## src/rtl/uart_tx_pkg.sv

```systemverilog
`default_nettype none
// ----------------------------------------------------------------------------
// uart_tx_pkg : shared scheduler state encoding and UART parity constants
// Revision    : 1.0
// ----------------------------------------------------------------------------
package uart_tx_pkg;

  typedef enum logic [1:0] {
    IDLE      = 2'd0,
    ISSUE     = 2'd1,
    WAIT_BUSY = 2'd2,
    WAIT_DONE = 2'd3
  } sched_state_e;

  localparam logic EVEN_PAR = 1'b0;
  localparam logic ODD_PAR  = 1'b1;

endpackage
`default_nettype wire

```

## src/rtl/uart_tx_scheduler_if.sv

```systemverilog
`default_nettype none
// ----------------------------------------------------------------------------
// uart_tx_scheduler_if : requester handshake plus UART_TX control bundle
// Revision             : 1.0
// ----------------------------------------------------------------------------
interface uart_tx_scheduler_if #(
  parameter int NUM_REQ = 4,
  parameter int IN_data = 8
);
  localparam int IDW = $clog2(NUM_REQ);

  logic [NUM_REQ-1:0]         req_valid;
  logic [NUM_REQ-1:0]         req_ready;
  logic [NUM_REQ*IN_data-1:0] req_data;
  logic [NUM_REQ-1:0]         req_par_en;
  logic [NUM_REQ-1:0]         req_par_typ;
  logic                       tx_busy;
  logic                       Data_Valid;
  logic [IN_data-1:0]         P_DATA;
  logic                       PAR_EN;
  logic                       PAR_TYP;
  logic [IDW-1:0]             grant_id;
  logic                       active;
  logic                       err_timeout;

  // Scheduler side
  modport master (
    input  req_valid, req_data, req_par_en, req_par_typ, tx_busy,
    output req_ready, Data_Valid, P_DATA, PAR_EN, PAR_TYP,
           grant_id, active, err_timeout
  );

  // Requesters and serializer side
  modport slave (
    output req_valid, req_data, req_par_en, req_par_typ, tx_busy,
    input  req_ready, Data_Valid, P_DATA, PAR_EN, PAR_TYP,
           grant_id, active, err_timeout
  );

endinterface
`default_nettype wire

```

## src/rtl/rr_arbiter.sv

```systemverilog
`default_nettype none
// ----------------------------------------------------------------------------
// rr_arbiter : combinational round-robin pick starting after last_grant
// Revision   : 1.0
// ----------------------------------------------------------------------------
module rr_arbiter #(
  parameter  int NUM_REQ = 4,
  localparam int IDW     = $clog2(NUM_REQ)
) (
  input  logic [NUM_REQ-1:0] req,
  input  logic [IDW-1:0]     last_grant,
  output logic [NUM_REQ-1:0] gnt,
  output logic [IDW-1:0]     gnt_id,
  output logic               any
);

  logic [IDW-1:0] cand_id;

  // Walk the ring from last_grant+1; the first valid requester wins.
  always_comb begin
    gnt     = '0;
    gnt_id  = '0;
    any     = 1'b0;
    cand_id = '0;
    for (int k = 1; k <= NUM_REQ; k++) begin
      cand_id = IDW'((int'(last_grant) + k) % NUM_REQ);
      if (!any && req[cand_id]) begin
        any          = 1'b1;
        gnt[cand_id] = 1'b1;
        gnt_id       = cand_id;
      end
    end
  end

endmodule
`default_nettype wire

```

## src/rtl/uart_tx_scheduler.sv

```systemverilog
`default_nettype none
// ----------------------------------------------------------------------------
// uart_tx_scheduler : round-robin front end sharing one UART_TX serializer
// Revision          : 1.0
// ----------------------------------------------------------------------------
module uart_tx_scheduler
  import uart_tx_pkg::*;
#(
  parameter int NUM_REQ = 4,
  parameter int IN_data = 8,
  parameter int BUSY_TO = 4
) (
  input  logic                clk,
  input  logic                RST,
  uart_tx_scheduler_if.master bus
);

  localparam int               IDW      = $clog2(NUM_REQ);
  localparam int               CNT_W    = $clog2(BUSY_TO + 1);
  localparam logic [CNT_W-1:0] CNT_LAST = CNT_W'(BUSY_TO - 1);

  sched_state_e       state_q;
  logic [IDW-1:0]     last_grant_q;
  logic [IDW-1:0]     grant_id_q;
  logic [CNT_W-1:0]   cnt_q;
  logic               data_valid_q;
  logic [IN_data-1:0] p_data_q;
  logic               par_en_q;
  logic               par_typ_q;
  logic               active_q;
  logic               err_timeout_q;

  logic [IN_data-1:0] p_data_d;
  logic               par_en_d;
  logic               par_typ_d;

  logic [NUM_REQ-1:0] gnt;
  logic [IDW-1:0]     gnt_id;
  logic               gnt_any;

  rr_arbiter #(
    .NUM_REQ (NUM_REQ)
  ) u_arb (
    .req        (bus.req_valid),
    .last_grant (last_grant_q),
    .gnt        (gnt),
    .gnt_id     (gnt_id),
    .any        (gnt_any)
  );

  // One-hot payload select: each byte bit is an AND-OR across requesters.
  for (genvar b = 0; b < IN_data; b++) begin : g_bit
    logic [NUM_REQ-1:0] col;
    for (genvar r = 0; r < NUM_REQ; r++) begin : g_req
      assign col[r] = bus.req_data[r*IN_data + b];
    end
    assign p_data_d[b] = |(col & gnt);
  end

  assign par_en_d  = |(bus.req_par_en  & gnt);
  assign par_typ_d = |(bus.req_par_typ & gnt);

  always_ff @(posedge clk or negedge RST) begin
    if (!RST) begin
      state_q       <= IDLE;
      last_grant_q  <= IDW'(NUM_REQ - 1);
      grant_id_q    <= '0;
      cnt_q         <= '0;
      data_valid_q  <= 1'b0;
      p_data_q      <= '0;
      par_en_q      <= 1'b0;
      par_typ_q     <= 1'b0;
      active_q      <= 1'b0;
      err_timeout_q <= 1'b0;
    end else begin
      err_timeout_q <= 1'b0;
      case (state_q)
        IDLE: begin
          if (gnt_any) begin
            state_q      <= ISSUE;
            data_valid_q <= 1'b1;
            p_data_q     <= p_data_d;
            par_en_q     <= par_en_d;
            par_typ_q    <= par_typ_d;
            grant_id_q   <= gnt_id;
            last_grant_q <= gnt_id;
            active_q     <= 1'b1;
          end
        end
        ISSUE: begin
          state_q      <= WAIT_BUSY;
          data_valid_q <= 1'b0;
          cnt_q        <= '0;
        end
        WAIT_BUSY: begin
          // A serializer that never goes busy drops the byte; last_grant already moved on.
          if (bus.tx_busy) begin
            state_q <= WAIT_DONE;
          end else if (cnt_q == CNT_LAST) begin
            state_q       <= IDLE;
            active_q      <= 1'b0;
            err_timeout_q <= 1'b1;
          end else begin
            cnt_q <= cnt_q + 1'b1;
          end
        end
        WAIT_DONE: begin
          if (!bus.tx_busy) begin
            state_q  <= IDLE;
            active_q <= 1'b0;
          end
        end
        default: begin
          state_q      <= IDLE;
          data_valid_q <= 1'b0;
          active_q     <= 1'b0;
        end
      endcase
    end
  end

  // Ready is gated by reset so no requester sees a phantom accept while held in reset.
  assign bus.req_ready   = (RST && (state_q == IDLE)) ? gnt : '0;
  assign bus.Data_Valid  = data_valid_q;
  assign bus.P_DATA      = p_data_q;
  assign bus.PAR_EN      = par_en_q;
  assign bus.PAR_TYP     = par_typ_q;
  assign bus.grant_id    = grant_id_q;
  assign bus.active      = active_q;
  assign bus.err_timeout = err_timeout_q;

endmodule
`default_nettype wire

```

## src/flat_wrapper.sv

```systemverilog
// flat-port wrapper written by rule: the top's interface ports become plain ports
module uart_tx_scheduler_flat import uart_tx_pkg::*;
#(
  parameter int NUM_REQ = 4,
  parameter int IN_data = 8,
  parameter int BUSY_TO = 4
)
  (clk, RST, bus_req_valid, bus_req_data, bus_req_par_en, bus_req_par_typ, bus_tx_busy, bus_req_ready, bus_Data_Valid, bus_P_DATA, bus_PAR_EN, bus_PAR_TYP, bus_grant_id, bus_active, bus_err_timeout);
  uart_tx_scheduler_if #(.NUM_REQ(NUM_REQ), .IN_data(IN_data)) bus_i ();
  input  logic clk;
  input  logic RST;
  input wire logic [$bits(bus_i.req_valid)-1:0] bus_req_valid;
  input wire logic [$bits(bus_i.req_data)-1:0] bus_req_data;
  input wire logic [$bits(bus_i.req_par_en)-1:0] bus_req_par_en;
  input wire logic [$bits(bus_i.req_par_typ)-1:0] bus_req_par_typ;
  input wire logic [$bits(bus_i.tx_busy)-1:0] bus_tx_busy;
  output wire logic [$bits(bus_i.req_ready)-1:0] bus_req_ready;
  output wire logic [$bits(bus_i.Data_Valid)-1:0] bus_Data_Valid;
  output wire logic [$bits(bus_i.P_DATA)-1:0] bus_P_DATA;
  output wire logic [$bits(bus_i.PAR_EN)-1:0] bus_PAR_EN;
  output wire logic [$bits(bus_i.PAR_TYP)-1:0] bus_PAR_TYP;
  output wire logic [$bits(bus_i.grant_id)-1:0] bus_grant_id;
  output wire logic [$bits(bus_i.active)-1:0] bus_active;
  output wire logic [$bits(bus_i.err_timeout)-1:0] bus_err_timeout;
  assign bus_i.req_valid = bus_req_valid;
  assign bus_i.req_data = bus_req_data;
  assign bus_i.req_par_en = bus_req_par_en;
  assign bus_i.req_par_typ = bus_req_par_typ;
  assign bus_i.tx_busy = bus_tx_busy;
  assign bus_req_ready = bus_i.req_ready;
  assign bus_Data_Valid = bus_i.Data_Valid;
  assign bus_P_DATA = bus_i.P_DATA;
  assign bus_PAR_EN = bus_i.PAR_EN;
  assign bus_PAR_TYP = bus_i.PAR_TYP;
  assign bus_grant_id = bus_i.grant_id;
  assign bus_active = bus_i.active;
  assign bus_err_timeout = bus_i.err_timeout;
  uart_tx_scheduler #(.NUM_REQ(NUM_REQ), .IN_data(IN_data), .BUSY_TO(BUSY_TO)) u_core (.clk(clk), .RST(RST), .bus(bus_i));
endmodule
```

## config.mk

```make
export PLATFORM = sky130hd
export DESIGN_NAME = uart_tx_scheduler_flat
export DESIGN_NICKNAME = d
export VERILOG_FILES = /design/src/rtl/uart_tx_pkg.sv /design/src/rtl/uart_tx_scheduler_if.sv /design/src/rtl/rr_arbiter.sv /design/src/rtl/uart_tx_scheduler.sv /design/src/flat_wrapper.sv
export SDC_FILE = /design/constraint.sdc
export NUM_CORES = 1
export LEC_CHECK = 0
export BUFFER_PORTS_ARGS = -buffer_cell sky130_fd_sc_hd__buf_2
export CORE_MARGIN = 5
export CORE_UTILIZATION = 45
export CTS_CLUSTER_SIZE = 24
export DETAILED_ROUTE_END_ITERATION = 10
export PLACE_DENSITY = 0.81
export RECOVER_POWER = 100
export SLEW_MARGIN = 10
export SYNTH_ARGS = -nofsm -noshare
export SYNTH_HDL_FRONTEND = slang
export SYNTH_SLANG_ARGS = --single-unit
```

## constraint.sdc

```tcl
create_clock -name clk -period 4.9 [get_ports clk]
set_input_delay 0.49 -clock clk [delete_from_list [all_inputs] [get_ports clk]]
set_output_delay 0.49 -clock clk [all_outputs]
set_load 0.02 [all_outputs]
```

Word-level counts from Yosys, hierarchy flattened:

Cells that the tools add are included.

* bits of input ports: 47
* flip-flop bits (word level): 22
* RAM bits: 0
* latch bits: 0
* ROM bits: 0
* word-level logic and storage cells: 122
* memories kept: 0
* output and inout bits: 19

* bitwise gates (word level): 13
* divide/modulo/power cells: 0
* multiplexer cells: 46
* order comparisons: 8
* reductions and logical operators: 30
* add/subtract/negate cells: 5
* $mul: 0
* eq/ne operators: 10
* shifts and indexed selects: 0

Operators with widths (count)
* $and 4x4->4: 10
* $reduce_or 4->1: 10
* $mux 4: 5
* $mux 1: 19
* $mux 2: 8
* $lt 2x3->1 const B: 4
* $or 4x4->4: 3
* $bmux 1 s2: 4
* $demux 1 s2: 4
* $ge 2x1->1 const B: 4
* $logic_and 1x1->1: 8
* $pmux 2 s4: 1
* $mux 3: 2
* $ne 2x2->1 const B: 3
* $pmux 3 s2: 1
* $reduce_and 3->1: 2
* $reduce_and 5->1: 1
* $add 2x1->2 const B: 2
* $add 2x2->2 const B: 2
* $eq 2x2->1 const B: 2
* $ne 2x1->1 const B: 2
* $reduce_and 2->1: 2
* $reduce_bool 2->1: 2
* $add 3x1->3 const B: 1
* 8 further kinds: 10

Depth between registers and ports, before layout:

Gate-level depths: netlist of the first run.

* word-level depth: 15
* depth in mapped cells: 11

By module:

A second synthesis of the first run with hierarchy kept.

* cell total of the unflattened synthesis: 208
* area, all modules: 1838.0 um^2

By module, submodules not included
* uart_tx_scheduler: cells each 122, times used 1, area each 1208.7 um^2, seq. area each 553.0 um^2
* rr_arbiter: cells each 86, times used 1, area each 629.4 um^2, seq. area each 0.0 um^2

Worst setup path before layout of the first run:

No wires, ideal clock.

* path kind: register to output
* start: register u_core.last_grant_q[1]
* end: output port bus_req_ready[0]
* setup slack: 1.707 ns
* arrival: 2.703 ns
* required time: 4.410 ns
* cell stages (with the launch flop): 11
* cells stage by stage: dfstp_2 > buf_2 > inv_1 > buf_1 > ha_1 > clkbuf_1 > mux2i_4 > o2111ai_2 > buf_4 > a22oi_1 > nor2_1

* cells in the longest elaborated chain, start to end: 14
* elaborated cells between the ends (all ways): 49
* those cells by class: add/sub: 4; order compare: 8; mux: 24; bitwise: 3; reduce/logical: 10

Ends and longest elaborated chain
* start, declared: line uart_tx_scheduler.sv:23 `logic [IDW-1:0] last_grant_q;`
* start signal, assigned: line uart_tx_scheduler.sv:66 `last_grant_q <= IDW'(NUM_REQ - 1);`
* start signal, assigned: line uart_tx_scheduler.sv:86 `last_grant_q <= gnt_id;`
* parallel branches: the longest is 12 deep, another holds $lt 2x3->1
* $mux 4 (*): line rr_arbiter.sv:27 `if (!any && req[cand_id]) begin`
* $mux 4 (*): line uart_tx_scheduler.sv:123 `assign bus.req_ready = (RST && (state_q == IDLE)) ? gnt : '0;`
* end, declared: line flat_wrapper.sv:17 `output wire logic [$bits(bus_i.req_ready)-1:0] bus_req_ready;`

Mark *: on every way between the ends. The select of a mux whose other input is x is not followed.

Final worst setup path of the first run:

Same ends and word-level chain as after synthesis.

==> results of run 1 <==
[per-stage QoR]
step | util [%] | instance area [um2] | setup slack, ns | std cells | total power [mW]
6_report | 51.81 | 2680 | 0.7403 | 397 | 1.891
4_1_cts | 53.46 | 2765 | 1.158 | 397 | 1.934
3_3_place_gp | 52.08 | 2694 | 1.583 | 393 | 1.716
5_1_grt | 51.81 | 2680 | 0.5342 | 397 | 2.015
3_5_place_dp | 52.08 | 2694 | 1.462 | 393 | 1.751
2_1_floorplan | - | 2412 | 1.707 | 284 | 1.496
[registers in the layout, indices dropped and copies added (netlist names)]
signal                  count
u_core.state_q              2
u_core.last_grant_q         2
u_core.cnt_q                3
u_core.bus.PAR_EN           1
u_core.bus.Data_Valid       1
u_core.bus.active           1
u_core.bus.PAR_TYP          1
u_core.bus.P_DATA           8
u_core.bus.err_timeout      1
u_core.bus.grant_id         2
[placed cells by master (no fill, tap or decap), types with 3 or more instances in the layout]
cell	netlist	layout
sky130_fd_sc_hd__buf_2	12	47
sky130_fd_sc_hd__nand3_1	28	28
sky130_fd_sc_hd__nor2_1	24	24
sky130_fd_sc_hd__dfrtp_1	20	20
sky130_fd_sc_hd__nand2_1	19	19
sky130_fd_sc_hd__a31oi_1	19	19
sky130_fd_sc_hd__clkbuf_1	11	18
sky130_fd_sc_hd__inv_1	17	17
sky130_fd_sc_hd__and2_1	14	13
sky130_fd_sc_hd__o21ai_0	10	10
sky130_fd_sc_hd__a221oi_1	3	10
sky130_fd_sc_hd__a222oi_1	10	10
sky130_fd_sc_hd__ha_1	10	10
sky130_fd_sc_hd__a41oi_2	8	8
sky130_fd_sc_hd__a22oi_1	7	7
sky130_fd_sc_hd__nand2b_1	5	5
sky130_fd_sc_hd__mux2_4	5	5
sky130_fd_sc_hd__nor2b_1	5	5
sky130_fd_sc_hd__a21oi_1	5	5
sky130_fd_sc_hd__o2111ai_1	0	3
sky130_fd_sc_hd__a22o_1	3	3
sky130_fd_sc_hd__and2_0	2	3
sky130_fd_sc_hd__clkbuf_8	0	3
sky130_fd_sc_hd__buf_4	2	3
[cells by family (layout without fill, tap and decap cells)]
| family | after synthesis | count (layout) | synth area share, % |
|---|---|---|---|
| AND/OR/NAND/NOR | 106 | 106 | 21.94 |
| adder cells (fa/ha/maj) | 10 | 10 | 5.187 |
| buffers and inverters | 46 | 89 | 9.025 |
| flip-flops | 22 | 22 | 22.93 |
| AO/OA/AOI/OAI | 92 | 92 | 35.53 |
| multiplexers | 8 | 8 | 5.394 |
[report_power, final]
part | total, mW | leakage (nW) | internal (mW) | switching [mW]
logic | 1.34 | 0.834 | 0.483 | 0.860
registers | 0.369 | 0.247 | 0.267 | 0.102
clock network | 0.179 | 0.0357 | 0.109 | 0.0700
[metal layers]
metal / routed length, um / vias up / GRT usage (%)
li1: - / 1168 / -
met2: 3504 / 157 / 32.73
met1: 2862 / 1184 / 24.37
met5: 0 / - / 0
met3: 806 / 24 / 6.832
met4: 174 / 0 / 7.429
[layout make-up]
cell class / instances / area share, %
Tap cell: 70 / 3.268
Sequential cell: 22 / 20.63
Inverter: 17 / 2.381
Clock buffer: 3 / 1.541
Timing Repair Buffer: 68 / 12.14
Clock inverter: 1 / 1.120
Multi-Input combinational cell: 216 / 58.92
[worst max-delay path: cells and delay by family, from the launching register on]
kind | cells | cell delay, ns
fa+ha+maj | 1 | 0.63
simple gates | 2 | 0.31
buf+inv | 2 | 0.57
compound gates | 3 | 1.07
flops | 1 | 0.81
[how the worst max path moves through the flow]
stage                                 from  slack, ns  depth (start not counted)                to
global placement    u_core.last_grant_q[1]       1.58                          7  bus_req_ready[1]
global route        u_core.last_grant_q[1]       0.53                          8  bus_req_ready[0]
finish              u_core.last_grant_q[1]       0.74                          8  bus_req_ready[0]
detailed placement  u_core.last_grant_q[1]       1.46                          7  bus_req_ready[1]
floorplan           u_core.last_grant_q[1]       1.71                         10  bus_req_ready[0]
CTS                 u_core.last_grant_q[1]       1.16                          7  bus_req_ready[1]
==> summary.md, run 1 <==
The tools report the endpoint of the lowest-slack register-to-register path as u_core.bus.P_DATA[7]. The worst setup path is of the reg -> out kind. The flow ran to the end, and the final reports show no timing, DRC or antenna violations.

The maximum cell stage delay along the critical path was 0.81 ns. Setup repair after global routing left no endpoint under its margin. After detailed routing, the number of remaining DRC violations is 0. The core region is 5172 um2. The first-pass GRT wire length is 11860 um. The power per cell area was 705.5 nW/um2. The type of the worst min-delay path was in -> reg.

Clock root buffer: sky130_fd_sc_hd__clkbuf_8. The slowest stage of the critical path belongs to the cell sky130_fd_sc_hd__dfstp_1. The number of max-cap violations was 0; the overflow left after global routing was 0. Floorplan die width: 83.22 um. The upper clock frequency limit is 0.2404 GHz, and the area used by multi-input combinational logic is 1579 um2.

Across the VDD grid, the largest voltage drop is 0.3406 mV. Synthesized netlist net count: 341. The initial DRC count was 376. The mapped netlist covers 2412 um2. The synthesized netlist contains 49 unique library cells. In the final layout, flip-flops and latches occupy 553.0 um2. Yosys mapped a number of flops with a built-in enable equal to 0. Buffers placed on the I/O ports in this run total 65. The per-cell via count in the routed design is 6.380, and the instance count of the mapped netlist is 284. For this run, the number of Yosys warnings is 0. The routed layout has 2533 vias. Counting the buffers created by CTS gives 3. The run gives 385 as the net total in the final layout. By count the netlist is led by sky130_fd_sc_hd__nand3_1, sky130_fd_sc_hd__nor2_1, sky130_fd_sc_hd__dfrtp_1.

Worst-case register-to-register setup slack: 1.32 ns. Buffers added to address setup during post-CTS repair amount to 0. The largest total area in the synthesized netlist belongs to sky130_fd_sc_hd__dfrtp_1.

The top cell type by area accounts for 20.75% of the synthesized area. Fill cells in the final layout number 502. The run gives 0.006907 ns as the worst clock skew on the final layout. The tools report the total leakage power as 1.116 nW. The tools report the total number of H-tree levels as 1. Entering global routing, the biggest net connects 24 pins. In this design, the critical path's most frequently occurring cell is sky130_fd_sc_hd__a22oi_1. At the pin with the least slew margin, the transition time is 1.318 ns. The routed design could run at a clock period as short as 4.160 ns. Traced cell by cell, the critical path runs through inv_1 -> ha_1 -> and2_1 -> a22oi_1 -> o2111ai_1 -> a22oi_1 -> nor2_1 -> buf_2. STA classifies the critical path startpoint as a register.

After clock tree synthesis, the clock-pin slew on the worst setup and hold paths is 0.09 ns. Tightest slew margin relative to the limit: 12.12%. Setup violations remaining at the end of the flow were counted as 0.

TritonCTS built the clock tree. Summing the sequential cell areas from Yosys gives 22.93% of the chip area. Across every metal layer, demand over resource in global routing totals 20.06%. In this run the critical register-to-register path is launched from u_core.last_grant_q[1]. In the synthesized netlist the dominant register cell turns out to be sky130_fd_sc_hd__dfrtp_1. Dividing the synthesized area by the synthesized cell count gives 8.494 um2.

The max-slew violation count is 0, and the arrival time of the worst setup path is 3.67 ns. Fraction of registers with async set or reset after synthesis: 100.0%. Most instantiated library cell after synthesis: sky130_fd_sc_hd__nand3_1. For the top-level I/O count, the log shows 66.

The run gives 0.4381 ns as the worst hold margin. Relative to the synthesized area, the layout overhead comes to 11.10%. STA classifies the critical path endpoint as an output port. The floorplan step set the die height to 83.22 um. The number of gates resized after CTS was 0.

0 antenna diodes ended up in the layout. The number of clock sinks was 22. The die covers 6925 um2. The length in cells of the worst reg-to-reg path was 6; the critical path data required time was 4.41 ns. After detailed routing, the average wire length per cell comes to 18.51 um. The insertion delay of the later-clocked pin in the worst-skew pair is 0.27 ns, and the total half-perimeter wirelength after legalization and detailed placement is 5252 um.

The run gives 0 as the number of hold-repair buffers added at the cts stage. Cell row count: 26. Of the cells placed in the final design, the portion with a size suffix greater than 1 is 23.24%. The total wirelength of the detailed-routed design was 7347 um; the via count of the first global-routing pass was 2528. Dividing the final minimum period by the clock period gives 84.89%. The logs give 0 ns for the total negative slack and 0.8983 for the weighted congestion reported at the end of routability-driven placement. Critical-path maximum fanout: 16. The logs give 0 for the number of antenna-violating nets in the routed design and 6 for the number of optimization iterations in the first detailed-route pass. For hold timing, the worst endpoint is u_core.bus.err_timeout. The logs give 46.64% for the starting density of the core and 2 for the number of buffers on the longest clock path. The synthesized design contains 22 register bits. The launch instance of the worst min-delay path was bus_tx_busy. The number of hold violations in the final report came out at 0. Number of antenna violations at the first check in global routing: 0.

The worst hold path cell count was 2. Ranked by total cell area, the synthesized netlist is headed by sky130_fd_sc_hd__dfrtp_1, sky130_fd_sc_hd__nand3_1, sky130_fd_sc_hd__a41oi_2.
No activity file was read; power rests on OpenSTA's default activity.
==> run 2, diff against run 1 <==
- PLACE_DENSITY: 0.81 -> 0.84
- clock period: 4.9 -> 3.5 ns (I/O delays scaled with it)
==> summary.md, run 2 (synthesized netlist as in run 1, its figures left out) <==
The clock-pin transition on the worst setup and hold timing paths was 0.09 ns (about the same); the floorplan die width was 83.22 um (unchanged). The worst-case register-to-register setup slack was 0.64 ns (-0.68 ns). The length in cells of the worst reg-to-reg path came out at 6 (unchanged). The number of hold violations in the final report is 0 (unchanged), and the final antenna diode count is 0 (unchanged). Chip height: 83.22 um (unchanged). The detailed-route DRC error count was 0 (unchanged); the number of port buffers was 65 (unchanged). Traced cell by cell, the critical path runs through inv_1 -> ha_1 -> mux2i_4 -> o2111ai_2 -> a32oi_1 -> nor2_1 -> clkbuf_2. The total leakage power is 1.175 nW (+5.3%). The worst clock skew on the final layout was 0.003212 ns (-0.003695 ns). The number of antenna violations at the first check in global routing came out at 0 (unchanged). The logs give 0 ns (unchanged) for the total negative slack and 0 (unchanged) for the overflow left after global routing.

Number of vias after detailed routing: 2597 (+2.5%). For the placeable core area, the log shows 5172 um2 (unchanged). Setup repair after global routing left no endpoint under its margin. For the final design area excluding fillers, the log shows 2785 um2 (+3.9%).

Capture point of the worst path: bus_req_ready[3]. The worst register-to-register path ends at u_core.bus.P_DATA[0]. The number of flip-flops under the largest register name works out to 8 (unchanged). For the total half-perimeter wirelength after legalization and detailed placement, the log shows 5351 um (+1.9%).

For the initial DRC count, the log shows 353 (-6.1%). The flow ran to the end, and the final reports show no timing, DRC or antenna violations. Leaving out fill and tap cells, the most frequent cell in the layout is sky130_fd_sc_hd__buf_2.

The global-route usage over all layers came out at 20.59% (+0.53 points). The total number of H-tree levels came out at 1 (unchanged). The run gives 0.2394 ns (-0.5010 ns) as the least setup slack across all paths after layout. The critical path data required time was 3.15 ns (-1.26 ns). Path type of the worst setup path: reg -> out.

The worst setup path is launched from a register. The final critical delay including setup and external delays was 3.261 ns. The tightest min-delay check is of the in -> reg type.

For the count of buffers added by post-CTS timing repair for setup, the log shows 0 (unchanged). The final core utilization came out at 53.85% (+2.0 points). The weighted congestion reported at the end of routability-driven placement is 0.9208 (+2.5%).

TritonCTS built the clock tree. The per-cell via count in the routed design was 6.412 (+0.50%); the net total in the final layout was 393 (+2.1%). The fraction of the cycle the final worst path needs is 93.16%, and the number of endpoints failing setup at the final stage is 0 (unchanged).

The tools report the number of buffers on the longest clock path as 2 (unchanged). The tools report the peak ir drop on the vdd network as 0.4959 mV (+46%). The run gives 46.64% (unchanged) as the starting density of the core.

Total wirelength of the detailed-routed design: 7404 um (+0.78%). The number of instances in the placed design was 401 (+2.0%). For the setup slack after placement, the log shows 0.6050 ns (-0.8574 ns).

The power per cell area is 1008 nW/um2 (+43%), and the critical-path maximum fanout is 14 (-2). Tightest slew margin relative to the limit: 10.73% (-1.4 points). Among all stages on the critical path, the largest delay is contributed by sky130_fd_sc_hd__dfstp_2. The top-level I/O count was 66 (unchanged); the average detailed-routed wire length per instance was 18.28 um (-1.2%). The number of max-cap violations is 0 (unchanged). The area used by multi-input combinational logic is 1624 um2 (+2.9%). STA classifies the critical path endpoint as an output port. For the number of fillers in the final layout, the log shows 488 (-2.8%).

The number of antenna-violating nets in the routed design came out at 0 (unchanged). The number of gates given a new drive strength after cts is 0 (unchanged), and the transition time at the pin with the least slew margin is 1.339 ns (+0.02087 ns). For the number of clock sinks, the log shows 22 (unchanged). The combined flip-flop and latch cell area is 553.0 um2 (unchanged), and the via count of the first global-routing pass is 2499 (-1.1%). The arrival time of the worst setup path came out at 2.91 ns (-0.76 ns).

The top cell types in the final layout, fill and taps aside, are sky130_fd_sc_hd__buf_2, sky130_fd_sc_hd__nand3_1, sky130_fd_sc_hd__nor2_1. Number of buffers created by CTS: 3 (unchanged). The critical path starts at u_core.last_grant_q[1]. The cell row count was 26 (unchanged). For the post-detailed-placement cell area, the log shows 2754 um2 (+2.2%).

The logs give 24 (unchanged) for the pin count of the biggest net entering global routing and 6 (unchanged) for the number of optimization iterations in the first detailed-route pass. Number of hold-repair buffers added at the cts stage: 0 (unchanged). The critical register-to-register path startpoint was u_core.last_grant_q[1]. The area added between synthesis and finish was 15.46%; the post-layout instance count excluding filler cells was 405 (+2.0%).

The maximum cell stage delay along the critical path is 0.71 ns (-0.10 ns). CTS placed an instance of sky130_fd_sc_hd__clkbuf_8 at the clock tree root. The fraction of layout instances using a drive strength above 1 works out to 27.46% (+4.2 points). Die footprint: 6925 um2 (unchanged).

The run gives 0 (unchanged) as the max-slew violation count. The logs give 0.3067 GHz for the upper clock frequency limit and 0.28 ns (about the same) for the insertion delay of the later-clocked pin in the worst-skew pair. The first-pass GRT wire length came out at 12100 um (+2.0%).
run 2: cell count changes in the layout (fill, tap and decap cells not counted), sizes merged:
| cell | before | now |
|---|---|---|
| buf | 50 | 56 |
| clkbuf | 21 | 23 |
run 2: report_power, final:
| group | internal (mW) | switching (mW) | leakage (nW) | total [mW] |
|---|---|---|---|---|
| clock network | 0.153 | 0.0984 | 0.0357 | 0.252 |
| logic | 0.785 | 1.29 | 0.892 | 2.07 |
| registers | 0.375 | 0.108 | 0.247 | 0.483 |
| total | 1.31 | 1.49 | 1.18 | 2.81 |
run 2: layout make-up:
| type | count | share of cell area (%) |
|---|---|---|
| Timing Repair Buffer | 76 | 13.84 |
| Sequential cell | 22 | 19.86 |
| Multi-Input combinational cell | 216 | 58.31 |
| Tap cell | 70 | 3.145 |
| Inverter | 17 | 2.291 |
| Clock buffer | 3 | 1.482 |
| Clock inverter | 1 | 1.078 |
run 2: worst min-delay path by stage:
| stage | from | endpoint | slack (ns) | cells past startpoint |
|---|---|---|---|---|
| floorplan | RST | u_core.bus.Data_Valid | 0.05 | 0 |
| global placement | RST | u_core.bus.P_DATA[0] | 0.37 | 1 |
| detailed placement | RST | u_core.bus.P_DATA[5] | 0.39 | 1 |
| CTS | RST | u_core.bus.P_DATA[5] | 0.08 | 1 |
| global route | bus_tx_busy | u_core.bus.err_timeout | 0.33 | 2 |
| finish | bus_tx_busy | u_core.bus.err_timeout | 0.30 | 2 |
run 2: stage by stage:
step           power [mW]  hold slack [ns]
2_1_floorplan       2.094          0.05441
3_5_place_dp        2.550           0.3870
3_3_place_gp        2.502           0.3741
6_report            2.807           0.3034
5_1_grt             3.012           0.3275
4_1_cts             2.809          0.08301
run 2: per-layer routing:
metal / up-vias / global-route usage [%] / part of all wire (%)
met5: - / 0 / 0
met4: 0 / 6.092 / 2.0
met3: 23 / 5.050 / 11
met2: 173 / 33.89 / 48
met1: 1212 / 26.57 / 39
li1: 1189 / - / -
run 2: critical path: cells and delay by family (launching register included):
| family | cells | cell delay (ns) |
|---|---|---|
| buffers and inverters | 2 | 0.30 |
| muxes | 1 | 0.40 |
| DFF | 1 | 0.71 |
| AOI/OAI and AO/OA | 2 | 0.61 |
| and+or+nand+nor | 1 | 0.08 |
| adders and majority gates | 1 | 0.54 |
==> run 3, diff against run 2 <==
- REMOVE_ABC_BUFFERS: not set -> 1
==> summary.md, run 3 (synthesized netlist as in run 1, its figures left out) <==
The flow ran to the end, and the final reports show no timing, DRC or antenna violations. The combined flip-flop and latch cell area is 553.0 um2 (unchanged), and the area added between synthesis and finish is 14.21%. The number of max-cap violations is 0 (unchanged), and the initial DRC count is 281 (-20%). The max-slew violation count was 0 (unchanged). The number of port buffers was 65 (unchanged).

The per-cell via count in the routed design is 6.462 (+0.77%), and the final antenna diode count is 0 (unchanged). The number of buffers created by CTS is 3 (unchanged), and the number of clock sinks is 22 (unchanged). The fraction of the cycle the final worst path needs was 92.15% (-1.0 points); the number of antenna violations at the first check in global routing was 0 (unchanged). The number of antenna-violating nets in the routed design came out at 0 (unchanged). Starting density of the core: 46.64% (unchanged). The total negative slack came out at 0 ns (unchanged).

The nature of the critical path startpoint is a register. Weighted congestion reported at the end of routability-driven placement: 0.9080 (-1.4%). The sort of element at the end of the critical path is an output port. The tools report the number of hold-repair buffers added at the cts stage as 0 (unchanged). The total number of H-tree levels is 1 (unchanged), and the critical path data required time is 3.15 ns (about the same). The tools report the number of gates given a new drive strength after cts as 0 (unchanged). The run gives 0 (unchanged) as the number of endpoints failing setup at the final stage. The logs give 24 (unchanged) for the pin count of the biggest net entering global routing and 1590 um2 (-2.1%) for the area used by multi-input combinational logic. The cell row count came out at 26 (unchanged).

The library cell used most frequently in the layout, excluding fill and tap cells, is sky130_fd_sc_hd__buf_2. The upper clock frequency limit is 0.3100 GHz (+1.1%). For the placeable core area, the log shows 5172 um2 (unchanged).

The run gives 7479 um (+1.0%) as the total wirelength of the detailed-routed design. The insertion delay of the later-clocked pin in the worst-skew pair was 0.27 ns (about the same). TritonCTS built the clock tree. Global-route usage over all layers: 21.09% (+0.50 points).

The run gives 0.4746 mV (-4.3%) as the peak ir drop on the vdd network. The transition time at the pin with the least slew margin was 1.304 ns (-0.03478 ns). The tools report the number of optimization iterations in the first detailed-route pass as 5 (-1). Via count of the first global-routing pass: 2601 (+4.1%).

The overflow left after global routing came out at 0 (unchanged). The first-pass GRT wire length was 12310 um (+1.7%). The run gives 1.167 nW (-0.67%) as the total leakage power. The die footprint was 6925 um2 (unchanged). Setup repair after global routing left no endpoint under its margin.

The tree is rooted in a sky130_fd_sc_hd__clkbuf_8. The fraction of layout instances using a drive strength above 1 is 25.52% (-1.9 points), and the number of buffers on the longest clock path is 2 (unchanged). Leaving out fill and tap cells, the most frequent cells in the layout are sky130_fd_sc_hd__buf_2, sky130_fd_sc_hd__nand3_1, sky130_fd_sc_hd__nor2_1.

The detailed-route DRC error count was 0 (unchanged). The worst hold path belongs to the class in -> reg. The top-level I/O count was 66 (unchanged); the total half-perimeter wirelength after legalization and detailed placement was 5391 um (+0.75%). Clock-pin transition on the worst setup and hold timing paths: 0.08 ns (about the same). The number of flip-flops under the largest register name came out at 8 (unchanged). The path type of the worst setup path is reg -> out. For the number of fillers in the final layout, the log shows 473 (-3.1%).

The tightest slew margin relative to the limit is 13.04% (+2.3 points), and the final critical delay including setup and external delays is 3.225 ns (-0.03533 ns). The count of buffers added by post-CTS timing repair for setup came out at 0 (unchanged). The number of hold violations in the final report is 0 (unchanged), and the average detailed-routed wire length per instance is 18.38 um (+0.52%).

The floorplan die width works out to 83.22 um (unchanged). The number of vias after detailed routing is 2630 (+1.3%), and the arrival time of the worst setup path is 2.88 ns (-0.03 ns). The net total in the final layout was 395 (+0.51%); the power per cell area was 1015 nW/um2 (+0.77%). Critical-path maximum fanout: 14 (unchanged). The final core utilization was 53.27% (-0.58 points); the worst clock skew on the final layout was 0.007526 ns (+0.004314 ns).

The chip height is 83.22 um (unchanged).
-- run 3: worst paths after layout --
kind | from | end | slack (ns) | depth (start not counted)
hold reg to reg | u_core.bus.Data_Valid | u_core.bus.Data_Valid | 0.50 | 1
setup / recovery | u_core.last_grant_q[1] | bus_req_ready[1] | 0.27 | 7
max in group asynchronous | RST | u_core.cnt_q[0] | 2.39 | 1
setup reg to reg | u_core.last_grant_q[1] | u_core.bus.P_DATA[7] | 0.56 | 7
hold / removal | bus_tx_busy | u_core.bus.err_timeout | 0.32 | 2
min in group asynchronous | RST | u_core.bus.PAR_TYP | 0.34 | 1
-- run 3: worst max-delay path, stage by stage (launching register included) --
cell and delay, ns:
sky130_fd_sc_hd__dfstp_2 0.69, sky130_fd_sc_hd__inv_1 0.10, sky130_fd_sc_hd__ha_1 0.53, sky130_fd_sc_hd__mux4_2 0.43, sky130_fd_sc_hd__nand2b_1 0.32, sky130_fd_sc_hd__a22oi_1 0.15
sky130_fd_sc_hd__nor2_1 0.13, sky130_fd_sc_hd__clkbuf_1 0.24
-- run 3: through the flow --
step | instance area (um2) | hold slack, ns | setup slack (ns) | power [mW] | std cells
final | 2755 | 0.3200 | 0.2747 | 2.798 | 407
after global routing | 2755 | 0.3041 | 0.08507 | 3.011 | 407
after CTS | 2840 | 0.06430 | 0.3429 | 2.861 | 407
after detailed placement | 2769 | 0.3609 | 0.6690 | 2.602 | 403
after global placement | 2769 | 0.3521 | 0.7473 | 2.534 | 403
after floorplan | 2258 | 0.05441 | 0.6050 | 1.940 | 255
-- run 3: metal layers --
metal / wire [um] / vias up / GRT usage [%]
li1: - / 1193 / -
met1: 3180 / 1249 / 28.23
met2: 3616 / 167 / 34.18
met3: 547 / 21 / 2.574
met4: 136 / 0 / 8.767
met5: 0 / - / 0
-- run 3: cell type report --
cell class                      instances  area share (%)
Clock buffer                            3           1.499
Sequential cell                        22           20.07
Timing Repair Buffer                   78           14.12
Tap cell                               70           3.179
Multi-Input combinational cell        216           57.72
Inverter                               17           2.316
Clock inverter                          1           1.090
-- run 3: where the power goes --
part	switching, mW	internal [mW]	leakage, nW
clock	0.0927	0.153	0.0357
combinational	1.30	0.772	0.885
sequential	0.109	0.375	0.247
